==> config.mk <==
export PLATFORM = sky130hd
export DESIGN_NAME = multiplier_booth
export DESIGN_NICKNAME = d
export VERILOG_FILES = /design/src/rtl/multiplier_booth.sv
export SDC_FILE = /design/constraint.sdc
export NUM_CORES = 1
export LEC_CHECK = 0
export BUFFER_PORTS_ARGS = -buffer_cell sky130_fd_sc_hd__clkbuf_2
export CAP_MARGIN = 25
export CORE_ASPECT_RATIO = 0.6
export CORE_MARGIN = 1.5
export CORE_UTILIZATION = 33
export CTS_CLUSTER_DIAMETER = 200
export DETAILED_ROUTE_END_ITERATION = 7
export PLACE_DENSITY = 0.61
export SETUP_SLACK_MARGIN = 0.05
export SYNTH_ARGS = -nofsm -noshare
export SYNTH_HDL_FRONTEND = slang
export SYNTH_SLANG_ARGS = --single-unit
==> constraint.sdc <==
create_clock -name clk -period 4.2 [get_ports clk]
set_input_delay 0 -clock clk [delete_from_list [all_inputs] [get_ports clk]]
set_output_delay 0 -clock clk [all_outputs]
set_load 0.02 [all_outputs]
==> src/rtl/multiplier_booth.sv <==
// Signed Q6.10 multiplier, radix-2 Booth, one multiplier bit per clock, saturating output.
// Latency: 17 edges from the first edge that samples new operands (load + 16 steps).
// Backpressure: none; any operand change aborts the current product and restarts.
module multiplier_booth (
  input  logic        clk,
  input  logic [15:0] A,
  input  logic [15:0] B,
  output logic [15:0] result,
  output logic        overflow_flag,
  output logic        finish,
  input  logic        rst_n
);

  logic [15:0] a_q;
  logic [15:0] b_q;
  logic [16:0] acc;
  logic [15:0] q;
  logic        q_1;
  logic [4:0]  step_cnt;
  logic        busy;
  logic        loaded;

  logic        load;
  logic [16:0] a_ext;
  logic [16:0] sum;
  logic [16:0] acc_nxt;
  logic [15:0] q_nxt;
  logic [31:0] prod;
  logic        ovf;
  logic [15:0] sat_val;

  always_comb begin
    load  = !loaded || ({A, B} != {a_q, b_q});
    a_ext = {a_q[15], a_q};
    case ({q[0], q_1})
      2'b01:   sum = acc + a_ext;
      2'b10:   sum = acc - a_ext;
      default: sum = acc;
    endcase
    acc_nxt = {sum[16], sum[16:1]};
    q_nxt   = {sum[0], q[15:1]};
    // Product as it stands after this step; only meaningful on the 16th step.
    prod    = {acc_nxt[15:0], q_nxt};
    ovf     = !((&prod[31:25]) || !(|prod[31:25]));
    sat_val = prod[31] ? 16'h8000 : 16'h7FFF;
  end

  always_ff @(posedge clk or negedge rst_n) begin
    if (!rst_n) begin
      a_q           <= '0;
      b_q           <= '0;
      acc           <= '0;
      q             <= '0;
      q_1           <= 1'b0;
      step_cnt      <= '0;
      busy          <= 1'b0;
      loaded        <= 1'b0;
      result        <= '0;
      overflow_flag <= 1'b0;
      finish        <= 1'b0;
    end else if (load) begin
      a_q      <= A;
      b_q      <= B;
      acc      <= '0;
      q        <= B;
      q_1      <= 1'b0;
      step_cnt <= '0;
      busy     <= 1'b1;
      loaded   <= 1'b1;
      finish   <= 1'b0;
    end else if (busy) begin
      acc      <= acc_nxt;
      q        <= q_nxt;
      q_1      <= q[0];
      step_cnt <= step_cnt + 5'd1;
      if (step_cnt == 5'd15) begin
        busy          <= 1'b0;
        finish        <= 1'b1;
        result        <= ovf ? sat_val : prod[25:10];
        overflow_flag <= ovf;
      end
    end
  end

endmodule

Word level (Yosys, flattened, before mapping). Index checks and enable logic that the tools add are counted.

Reductions and logical operators: 11. Equal/unequal tests: 4. Bitwise operators: 1. Multiplexer cells: 17. Add/sub/neg operators: 3.

Operators with widths (count): two-way mux 16 bit (4); two-way mux 17 bit (2); one-hot mux 17 bit (2 select lines) (1); inequality test 32 bit (1); adder 17 bit (1); subtractor 17 bit (1); two-way mux 5 bit (2); two-way mux 1 bit (8); AND reduction 7 bit (1); OR reduction 7 bit (1); adder 5 x 1 -> 5 bit (second input constant) (1); equality test 5 x 4 -> 1 bit (second input constant) (1); nonzero test 2 bit (2); logical NOT 1 bit (3); AND reduction 3 bit (1); equality test 2 x 1 -> 1 bit (second input constant) (1); equality test 2 bit (second input constant) (1); logical OR 1 bit (2); AND reduction 2 bit (1); NOT 1 bit (1).

Output and inout bits: 18. Word-level logic and storage cells: 47. Bits in registers: 91.

Depth between registers and ports, before layout. Gate-level depths: netlist of the first run.

Depth after elaboration: 6. Gate-level depth with buffers: 17.

Least setup slack after synthesis of the first run. No wires, ideal clock.

Path type: flip-flop to flip-flop. From: register a_q[2]. To: register overflow_flag. Setup time: 69 ps. Path buffers: 1. Period minus slack after synthesis: 3894 ps. Cell stages (with the launch flop): 16. Setup slack: 306 ps. Required time: 4131 ps. Arrival: 3824 ps. Cell sequence: dfrtp_1 or3_1 nor3_1 nand2b_1 nor3_1 nor2_1 xnor2_1 ha_1 clkbuf_1 nand2_1 o21ai_0 or4_1 a31oi_1 and4b_4 a2111oi_4 nand3b_1.

Longest elaborated chain between the ends: 6.

Ends and longest elaborated chain: start: declaration (RTL line 14) `logic [15:0] a_q;`; start signal: assignment (RTL line 50) `a_q <= '0;`; start signal: assignment (RTL line 62) `a_q <= A;`; subtractor 17 bit / adder 17 bit (equally long branches) (RTL line 37, 36); one-hot mux 17 bit (2 select lines) (RTL line 35) `case ({q[0], q_1})`; OR reduction 7 bit (RTL line 44) `ovf = !((&prod[31:25]) || !(|prod[31:25]));`; logical NOT 1 bit (RTL line 44); logical OR 1 bit (RTL line 44); logical NOT 1 bit (RTL line 44); end signal: assignment (RTL line 80) `overflow_flag <= ovf;`; end: declaration (RTL line 9) `output logic overflow_flag,`.

Several ways; a longest one is shown, not always the timed one. A chain may end at the register's enable or synchronous reset.

Worst setup path after layout of the first run.
From: register a_q[7]. To: register result[5].

Longest elaborated chain between the ends: 6.

Ends and longest elaborated chain: subtractor 17 bit / adder 17 bit (equally long branches) (RTL line 37, 36); one-hot mux 17 bit (2 select lines) (RTL line 35); OR reduction 7 bit (RTL line 44); logical NOT 1 bit (RTL line 44); logical OR 1 bit (RTL line 44); two-way mux 16 bit (RTL line 79) `result <= ovf ? sat_val : prod[25:10];`; end signal: assignment (RTL line 79); end: declaration (RTL line 8) `output logic [15:0] result,`.

Several ways; a longest one is shown, not always the timed one.

==> impl_metrics.csv, run 1 <==
group,metric,value,unit
global_route,grt-ovfl-total,0,
timing,fin_tns_setup,0,ns
setup_path,end_kind,"register",
power,p_comb_share,15.9,%
setup_path,start_kind,"register",
power,pwr-share-clk,41.9,%
timing,min_period,3.98,ns
synthesis,synthesis.nets,652,
timing,rsz0062_at_grt,"no",
floorplan,start_util,33.8,%
job,maxCapViolations,0,
place,dp_hpwl,11300,um
power,p_switching,576,uW
setup_path,worstPathCellList,"or4_4 -> nor4_4 -> buf_4 -> a21oi_1 -> xnor2_1 -> ha_2 -> nand4_1 -> nor2_1 -> o211ai_1 -> a211o_1 -> a21o_1 -> and2_4 -> a2111oi_4 -> buf_4 -> a311oi_1",
synthesis,yosysTopAreaCell,"dfrtp_1",
timing,period_share,94.7,%
global_route,grt_pass1_wl,24400,um
setup_path,criticalPathCategory,"reg -> reg",
setup_path,cpPeakStageDelay,0.57,ns
cells_and_area,nNetsFinal,711,
routing,drt-vias-per-instance,5.37,
power,ir_drop,0.259,mV
place,port-buffer-count,51,
outcome,status,"finished, final reports clean",
synthesis,synth_top_area_share,41.1,%
timing,fin_hold_ws,0.309,ns
routing,dr.pass1.iters,5,
routing,dr.first_iter.drc_count,373,
cells_and_area,area_delta_synth_final,24.1,%
timing,slew_headroom,44.0,%
cts,htree_levels,3,
setup_path,arrival,4.16,ns
synthesis,synth_area,5480,um2
global_route,grt_util_all_layers,18.3,%
worst_hold_path,hp-class,"in -> async",
routing,via_count,4675,
routing,routed_wl,15400,um
cells_and_area,final_common_cell,"dfrtp_1",
synthesis,synth.area.top_cells,"dfrtp_1, xnor2_1, ha_1",
timing,worst_pin_slew,0.841,ns
timing,finalWorstSetupSlack,0.225,ns
synthesis,ys_ff_latch,90,
setup_path,worstPathRequired,4.39,ns
floorplan,die_h,103,um
floorplan,ios,52,
setup_path,slowest_stage,"or4_4",
cts,clk_pin_slew,0.07,ns
synthesis,ys_seq_area_share,41.1,%
setup_path,worstPathMaxFanout,6,
floorplan,row_count,36,
synthesis,synthArstFlopShare,100,%
floorplan,die_w,169,um
cells_and_area,drive_above_1_share,21.8,%
timing,hold_viol_final,0,
synthesis,synthFlopType,"dfrtp_1",
setup_path,worstRegToRegCells,15,
floorplan,core_area,16200,um2
power,power.leakage,3.12,nW
cts,clock_path_buffers,2,
synthesis,synth_enable_flop_cells,0,
timing,finalSetupViolations,0,
cells_and_area,finalNonFillerCells,870,
global_route,grt_max_degree,66,
cells_and_area,n_antenna_cell,0,
cts,cts_tree,"done",
global_route,first_global_vias,4354,
floorplan,die-area,17400,um2
place,placedCellCount,813,
timing,fmax,0.252,GHz
setup_path,cp_common_cell,"buf_4",
power,power.internal,1.58,mW
cts,cts_buffers,9,
power,swShare,26.7,%
power,p_total,2.16,mW
cts,cts-root-buf,"clkbuf_16",
synthesis,syn_area_per_cell,9.18,um2
global_route,antenna_found_initial,0,
synthesis,synth_cells,597,
routing,post_drt_wl_per_cell,17.7,um
place,place_ws,-0.0422,ns
synthesis,yosys_warnings,0,
routing,drtAntennaViolNets,0,
timing,clock_skew,0.00882,ns
power,pwr-share-seq,42.3,%
cells_and_area,final_cell_mix,"dfrtp_1, nand2_1, clkbuf_2, nor2_1",
routing,post-route-drc-count,0,
timing,slew_viol_final,0,
place,gp_congestion,0.951,
power,powerDensity,318,nW/um2
synthesis,yosysUniqueCellTypes,65,
cts,cts.sinks,90,
cts,clock_latency,0.34,ns
layout make-up:
| class | count | area (um2) |
|---|---|---|
| clock buffer | 10 | 239 |
| inverter | 17 | 63.8 |
| sequential | 90 | 2260 |
| multi-input combinational | 431 | 3120 |
| timing repair buffer | 107 | 761 |
| fill | 1561 | 9420 |
| clock inverter | 6 | 93.8 |
| tap | 209 | 262 |
final timing paths:
| path | start | end | slack (ns) |
|---|---|---|---|
| worst max-delay path | a_q[7] | result[5] | 0.22 |
| max in group asynchronous | rst_n | busy | 2.98 |
| worst max register to register | a_q[7] | result[5] | 0.22 |
| worst min register to register | finish | finish | 0.50 |
| min in group clk | A[7] | a_q[7] | 0.34 |
| worst min-delay path | rst_n | q[6] | 0.31 |
Yosys cell counts, types with 2 or more instances:
master and number:
a211oi_1 11, a21boi_0 3, a21o_1 10, a21oi_1 31, a22oi_1 7, a311oi_1 6, a31o_2 4, a31oi_1 8
and2_1 5, and3_1 3, and4b_1 2, buf_2 4, clkbuf_1 54, dfrtp_1 90, ha_1 20, inv_1 16
mux2_2 2, mux2i_1 25, nand2_1 53, nand2b_1 8, nand3_1 6, nand4_1 9, nand4b_1 2, nor2_1 49
nor2b_1 4, nor3_1 8, nor3b_1 2, nor4_1 7, o2111ai_1 2, o211ai_1 6, o21a_1 3, o21ai_0 34
o22a_1 2, o31ai_1 3, or2_1 2, or2_2 3, or3_1 2, or3b_2 4, or4_1 4, xnor2_1 35
xor2_1 24
registers in the layout (all words and copies together) (netlist names):
register       cells
a_q               16
b_q               16
q_1                1
acc               16
step_cnt           5
result            16
overflow_flag      1
busy               1
finish             1
q                 16
loaded             1
power groups by stage:
stage	sequential (mW)	clock, mW	combinational [mW]
finish	0.913	0.904	0.343
CTS	0.912	0.926	0.318
global route	0.915	0.961	0.376
detailed placement	0.928	0	0.289
global placement	0.927	0	0.285
floorplan	0.923	0	0.188
metal layers:
layer	global-route usage [%]	vias up	part of all wire [%]	wire length, um
li1	-	2216	-	-
met1	29.1	2267	54	8250
met2	24.4	185	38	5870
met3	4.41	7	7.6	1160
met4	3.61	0	0.53	82
met5	0	-	0	0
timing repair:
item,in CTS,in global routing
setup endpoints to repair,9,16
pin swaps,2,9
hold buffers,33,0
resized for setup,4,37
setup buffers,1,7
endpoints found under the hold margin,112,0
through the flow:
stage                     util [%]  cell area (um2)
after CTS                     40.6             6580
after global routing          41.9             6800
final                         41.9             6800
after detailed placement      36.3             5890
after global placement        36.3             5890
after floorplan                  -             5480
kinds of logic (layout without fill, tap and decap cells):
group                      after synthesis  count (layout)  synth area share (%)
buffers and inverters                   76             140                  5.30
adders and majority gates               21              21                  4.93
AOI/OAI and AO/OA                      140             140                  17.0
muxes                                   27              27                  4.98
other                                    1               1                0.0684
DFF                                     90              90                  41.1
xor gates and xnor gates                59              59                  9.43
and+or+nand+nor                        183             183                  17.2
critical path: cells and delay by family, from the launching register on:
family	cells	cell delay, ns
flip-flops	1	0.43
AND/OR/NAND/NOR	5	1.38
XOR/XNOR	1	0.15
buffers and inverters	2	0.36
adder cells (fa/ha/maj)	1	0.38
AO/OA/AOI/OAI	6	1.14
(Power assumes the default switching activity.)
==> inputs of run 2 (changes only) <==
- CELL_PAD_IN_SITES_DETAIL_PLACEMENT: unset -> 0
- CELL_PAD_IN_SITES_GLOBAL_PLACEMENT: unset -> 1
- CORE_MARGIN: 1.5 -> 3
- PLACE_DENSITY: 0.61 -> 0.73
- RECOVER_POWER: unset -> 50
==> run 2 against run 1 <==
Effect of this change: the flow now finishes with violations (capacitance limit, slew limit); global-route usage is 0.58 points lower; sequential share of layout area is 0.27 points lower; count of clock-buffer cells in the layout stayed put; clock power is 6.4% lower; clock skew is 0.0024 ns higher; wire length is 7.0% higher.
==> impl_metrics.csv, run 2 (synthesis gave the netlist of run 1 again) <==
group,metric,value,unit
timing,worst_pin_slew,3.00,ns
floorplan,die_h,106,um
setup_path,reg2reg_to,"result[10]",
setup_path,end_kind,"register",
outcome,failed_checks,"capacitance limit, slew limit",
timing,min_period,4.09,ns
worst_hold_path,hp-class,"in -> reg",
global_route,grt_pass1_wl,25200,um
floorplan,die-area,18200,um2
cells_and_area,area_delta_synth_final,25.2,%
setup_path,criticalPathCategory,"reg -> reg",
setup_path,start_kind,"register",
setup_path,arrival,4.27,ns
place,gp_congestion,0.915,
cts,cts_buffers,9,
timing,slew_viol_final,57,
cells_and_area,utilization,43.4,%
timing,finalSetupViolations,0,
routing,post_drt_wl_per_cell,18.5,um
routing,post-route-drc-count,0,
global_route,grt_max_degree,57,
outcome,status,"complete, but fails checks",
timing,fin_hold_ws,0.358,ns
global_route,grt_util_all_layers,17.7,%
routing,dr.pass1.iters,5,
job,maxCapViolations,1,
floorplan,start_util,34.7,%
routing,dr.first_iter.drc_count,335,
cells_and_area,nNetsFinal,717,
timing,clock_skew,0.0112,ns
routing,via_count,4643,
timing,rsz0062_at_grt,"yes",
floorplan,ios,52,
setup_path,worstRegToRegCells,15,
timing,slew_headroom,-100,%
cells_and_area,fillers,1542,
cts,cts-root-buf,"clkbuf_16",
routing,drt-vias-per-instance,5.22,
routing,routed_wl,16400,um
cells_and_area,final_cell_mix,"dfrtp_1, nand2_1, nor2_1, clkbuf_1, dlygate4sd3_1",
cts,clk_pin_slew,0.07,ns
cts,cts_tree,"done",
setup_path,worstSetupStartpoint,"a_q[8]",
setup_path,worstPathMaxFanout,6,
cts,cts.sinks,90,
cts,clock_path_buffers,2,
global_route,first_global_vias,4381,
setup_path,rr_startpoint,"a_q[8]",
setup_path,worstPathRequired,4.38,ns
cells_and_area,n_antenna_cell,0,
place,dp_hpwl,12000,um
power,powerDensity,308,nW/um2
power,ir_drop,0.196,mV
global_route,antenna_found_initial,0,
floorplan,core_area,15800,um2
cts,clock_latency,0.34,ns
power,power.leakage,3.00,nW
floorplan,die_w,172,um
setup_path,crit_path_end,"result[10]",
cts,htree_levels,3,
routing,drtAntennaViolNets,0,
timing,fmax,0.244,GHz
timing,period_share,97.4,%
cells_and_area,final_common_cell,"dfrtp_1",
place,port-buffer-count,51,
setup_path,reg2reg_slack,0.11,ns
worst_hold_path,holdCritStartpoint,"A[1]",
cells_and_area,drive_above_1_share,17.1,%
global_route,grt-ovfl-total,0,
floorplan,row_count,35,
timing,hold_viol_final,0,
## run 2: worst min path at each step
| stage | depth (start not counted) | to | slack [ns] |
|---|---|---|---|
| floorplan | 0 | a_q[0] | -0.30 |
| detailed placement | 1 | q[6] | 0.11 |
| CTS | 2 | b_q[5] | 0.29 |
| global route | 2 | a_q[1] | 0.37 |
| global placement | 1 | q[5] | 0.09 |
| finish | 2 | a_q[1] | 0.36 |
## run 2: where the power goes
group / total, mW / switching [mW] / internal, mW
registers: 0.914 / 0.0237 / 0.890
logic: 0.356 / 0.202 / 0.154
clock network: 0.846 / 0.376 / 0.470
## run 2: cell type report
type	instances	area (um2)	area share, %
timing repair buffer	113	752	11.0
sequential	90	2260	32.9
tap	222	278	4.05
inverter	17	63.8	0.930
clock inverter	6	73.8	1.08
clock buffer	10	229	3.34
multi-input combinational	431	3210	46.7
## run 2: metal layers
layer,GRT usage (%),routed length (um),vias up
li1,-,-,2224
met1,29.8,9220,2278
met2,21.9,6100,132
met3,5.02,1030,9
met4,2.51,76,0
met5,0,0,-
## run 2: critical path, stage by stage (launching register included)
cell	delay [ns]
dfrtp_2	0.45
or4_4	0.54
nor4_4	0.34
a21oi_2	0.12
xnor2_2	0.25
ha_4	0.27
nand4_1	0.13
buf_4	0.15
a2111oi_4	0.04
or4_4	0.44
a31oi_4	0.24
buf_6	0.15
and4b_4	0.23
a2111oi_4	0.33
buf_4	0.19
a311oi_2	0.06
## run 2: through the flow
step                      setup TNS, ns  instance area (um2)  worst slack (ns)  instances  total power [mW]
after floorplan                       0                 5480             0.306        597              1.11
after global placement            -2.43                 5910            -0.245        827              1.22
after detailed placement          -3.17                 5910            -0.321        827              1.22
after CTS                             0                 6610            0.0653        876              2.10
after global routing            -0.0624                 6860           -0.0463        889              2.21
final                                 0                 6860             0.109        889              2.12
## run 2: what timing repair did
item                                   in CTS  in global routing
hold buffers                               33                  0
endpoints found under the hold margin     103                  0
setup buffers                               0                 13
resized for setup                          13                 48
pin swaps                                   1                 20
setup endpoints to repair                  16                 16
==> inputs of run 3 (changes only) <==
- ABC_AREA: unset -> 1
- PLACE_DENSITY: 0.73 -> 0.75
==> run 3 against run 2 <==
Effect of this change: the run still ends with capacitance limit, slew limit left; total power grew 1.3%; synthesized cell count grew 37%; design area grew 0.42%; count of clock-buffer cells in the layout is the same; first-iteration DRC count grew 60%; highest routed layer unchanged; synthesized area grew 6.9%; sequential cell count is the same; largest cell class unchanged; clock skew grew 0.00071 ns.
==> impl_metrics.csv, run 3 <==
group,metric,value,unit
cells_and_area,area_delta_synth_final,17.6,%
outcome,status,"complete, but fails checks",
routing,post_drt_wl_per_cell,15.6,um
cells_and_area,final_common_cell,"nand2_1",
outcome,failed_checks,"capacitance limit, slew limit",
floorplan,row_count,37,
synthesis,synth_enable_flop_cells,0,
timing,rsz0062_at_grt,"no",
power,swShare,28.4,%
timing,finalSetupViolations,0,
routing,via_count,5325,
global_route,grt-ovfl-total,0,
synthesis,synthesis.nets,870,
global_route,antenna_found_initial,0,
synthesis,synth_top_cells_by_count,"nand2_1, inv_1, dfrtp_1",
floorplan,ios,52,
cells_and_area,nNetsFinal,924,
setup_path,worstPathRequired,4.44,ns
routing,dr.first_iter.drc_count,536,
cts,cts-root-buf,"clkbuf_16",
synthesis,synth_cells,815,
global_route,grt_max_degree,55,
routing,post-route-drc-count,0,
power,powerDensity,311,nW/um2
power,p_comb_share,15.3,%
timing,fmax,0.270,GHz
synthesis,ys_seq_area_share,38.4,%
routing,routed_wl,17300,um
place,place_area,6240,um2
timing,worst_pin_slew,2.98,ns
setup_path,arrival,3.94,ns
floorplan,die_w,178,um
setup_path,worstPathMaxFanout,5,
timing,min_period,3.70,ns
cts,clock_path_buffers,2,
timing,period_share,88.1,%
synthesis,yosysMostFrequentCell,"nand2_1",
timing,fin_tns_setup,0,ns
power,pwr-share-clk,42.3,%
place,dp_hpwl,13000,um
global_route,grt_pass1_wl,27200,um
cells_and_area,drive_above_1_share,8.35,%
timing,hold_viol_final,0,
worst_hold_path,hp-class,"in -> reg",
synthesis,synth.area.top_cells,"dfrtp_1, nand2_1, inv_1",
floorplan,start_util,33.9,%
power,power.leakage,3.55,nW
synthesis,synth_top_area_share,38.4,%
timing,slew_viol_final,55,
power,power.internal,1.54,mW
synthesis,synthArstFlopShare,100,%
cts,clock_latency,0.35,ns
place,port-buffer-count,51,
synthesis,syn_area_per_cell,7.19,um2
global_route,grt_util_all_layers,18.3,%
timing,slew_headroom,-98.7,%
cts,cts_buffers,9,
synthesis,yosys_warnings,0,
routing,drt-vias-per-instance,4.80,
synthesis,synthFlopType,"dfrtp_1",
job,maxCapViolations,1,
power,ir_drop,0.191,mV
cells_and_area,design_area,6890,um2
cts,htree_levels,3,
timing,clock_skew,0.0119,ns
place,gp_congestion,0.858,
synthesis,yosysTopAreaCell,"dfrtp_1",
synthesis,yosysUniqueCellTypes,47,
routing,drtAntennaViolNets,0,
cells_and_area,final_cell_mix,"nand2_1, inv_1, dfrtp_1, nand3_1, nor2_1",
cts,clk_pin_slew,0.07,ns
timing,fin_hold_ws,0.315,ns
power,pwr-share-seq,42.4,%
synthesis,synth_area,5860,um2
setup_path,criticalPathCategory,"reg -> reg",
floorplan,die_h,109,um
synthesis,ys_ff_latch,90,
floorplan,core_area,17300,um2
floorplan,die-area,19400,um2
cts,cts.sinks,90,
power,p_switching,608,uW
setup_path,start_kind,"register",
routing,dr.pass1.iters,5,
global_route,first_global_vias,4846,
cts,cts_tree,"done",
cells_and_area,utilization,39.9,%
setup_path,end_kind,"register",
run 3: changes by cell type after synthesis, sizes merged, moves of 9 or more:
cell,previous run,this run
xnor2,35,8
nand3,6,58
a211oi,11,0
mux2i,25,0
o21ai,34,46
inv,17,146
clkbuf,54,39
nand2,53,205
a21o,10,1
run 3: final timing paths:
kind / startpoint / end / slack (ns) / depth (start not counted)
worst max-delay path: a_q[0] / result[1] / 0.50 / 24
worst min-delay path: A[13] / a_q[13] / 0.31 / 2
worst max register to register: a_q[0] / result[1] / 0.50 / 24
worst min register to register: result[0] / result[0] / 0.48 / 2
max in group asynchronous: rst_n / b_q[0] / 1.26 / 3
min in group asynchronous: rst_n / result[10] / 1.17 / 2
run 3: critical path: stages (launching register included):
cell,delay [ns]
dfrtp_1,0.43
nor3_1,0.31
nand2_1,0.20
nor4_1,0.22
buf_4,0.17
nor2_1,0.04
xor2_1,0.12
inv_1,0.05
ha_1,0.39
nand2_1,0.17
inv_1,0.11
nand3_1,0.11
nor3_1,0.16
nand2_1,0.10
nand2_1,0.07
nand2_1,0.04
nand3_1,0.07
nand2_1,0.11
buf_4,0.15
nor2_1,0.08
nand3_1,0.10
nand2_1,0.18
nand2_1,0.07
nand3_1,0.08
nand2_1,0.06
run 3: per-layer routing:
| metal | track usage, % | vias up | part of all wire (%) |
|---|---|---|---|
| met2 | 20.7 | 159 | 34 |
| met1 | 32.6 | 2473 | 58 |
| met3 | 3.93 | 12 | 7.5 |
| li1 | - | 2681 | - |
| met5 | 0 | - | 0 |
| met4 | 2.97 | 0 | 0.63 |
run 3: area by class of cell:
class / count / area (um2)
multi-input cells: 527 / 2850
clock inverters: 6 / 101
repair buffers: 93 / 611
clock buffers: 10 / 229
flip-flops and latches: 90 / 2250
inverters: 148 / 556
well taps: 234 / 293
fillers: 1838 / 10400
diodes: 1 / 2.50
run 3: power by group through the flow:
stage | Sequential [mW] | Clock [mW] | Combinational, mW
global route | 0.912 | 0.950 | 0.370
global placement | 0.925 | 0 | 0.306
floorplan | 0.920 | 0 | 0.199
detailed placement | 0.925 | 0 | 0.302
CTS | 0.908 | 0.916 | 0.328
finish | 0.909 | 0.907 | 0.329
run 3: repair_timing:
item | in CTS | in global routing
hold buffers | 33 | 0
buffers inserted | 0 | 1
gates resized for setup | 1 | 5
setup endpoints to repair | 11 | 16
endpoints found under the hold margin | 91 | 0
pin swaps | 0 | 1
run 3: kinds of logic after synthesis:
| logic type | share of synthesized area, % |
|---|---|
| other cells | 0.0640 |
| buf+inv | 13.4 |
| xor+xnor | 4.34 |
| fa+ha+maj | 4.61 |
| compound gates | 11.3 |
| flops | 38.4 |
| simple gates | 27.9 |
run 3: per-stage QoR:
| stage | cells | power [mW] | worst slack (ns) |
|---|---|---|---|
| 6_report | 1109 | 2.14 | 0.498 |
| 5_1_grt | 1108 | 2.23 | 0.0537 |
| 4_1_cts | 1107 | 2.15 | 0.231 |
| 3_5_place_dp | 1058 | 1.23 | -0.00629 |
| 3_3_place_gp | 1058 | 1.23 | 0.126 |
| 2_1_floorplan | 815 | 1.12 | 0.873 |
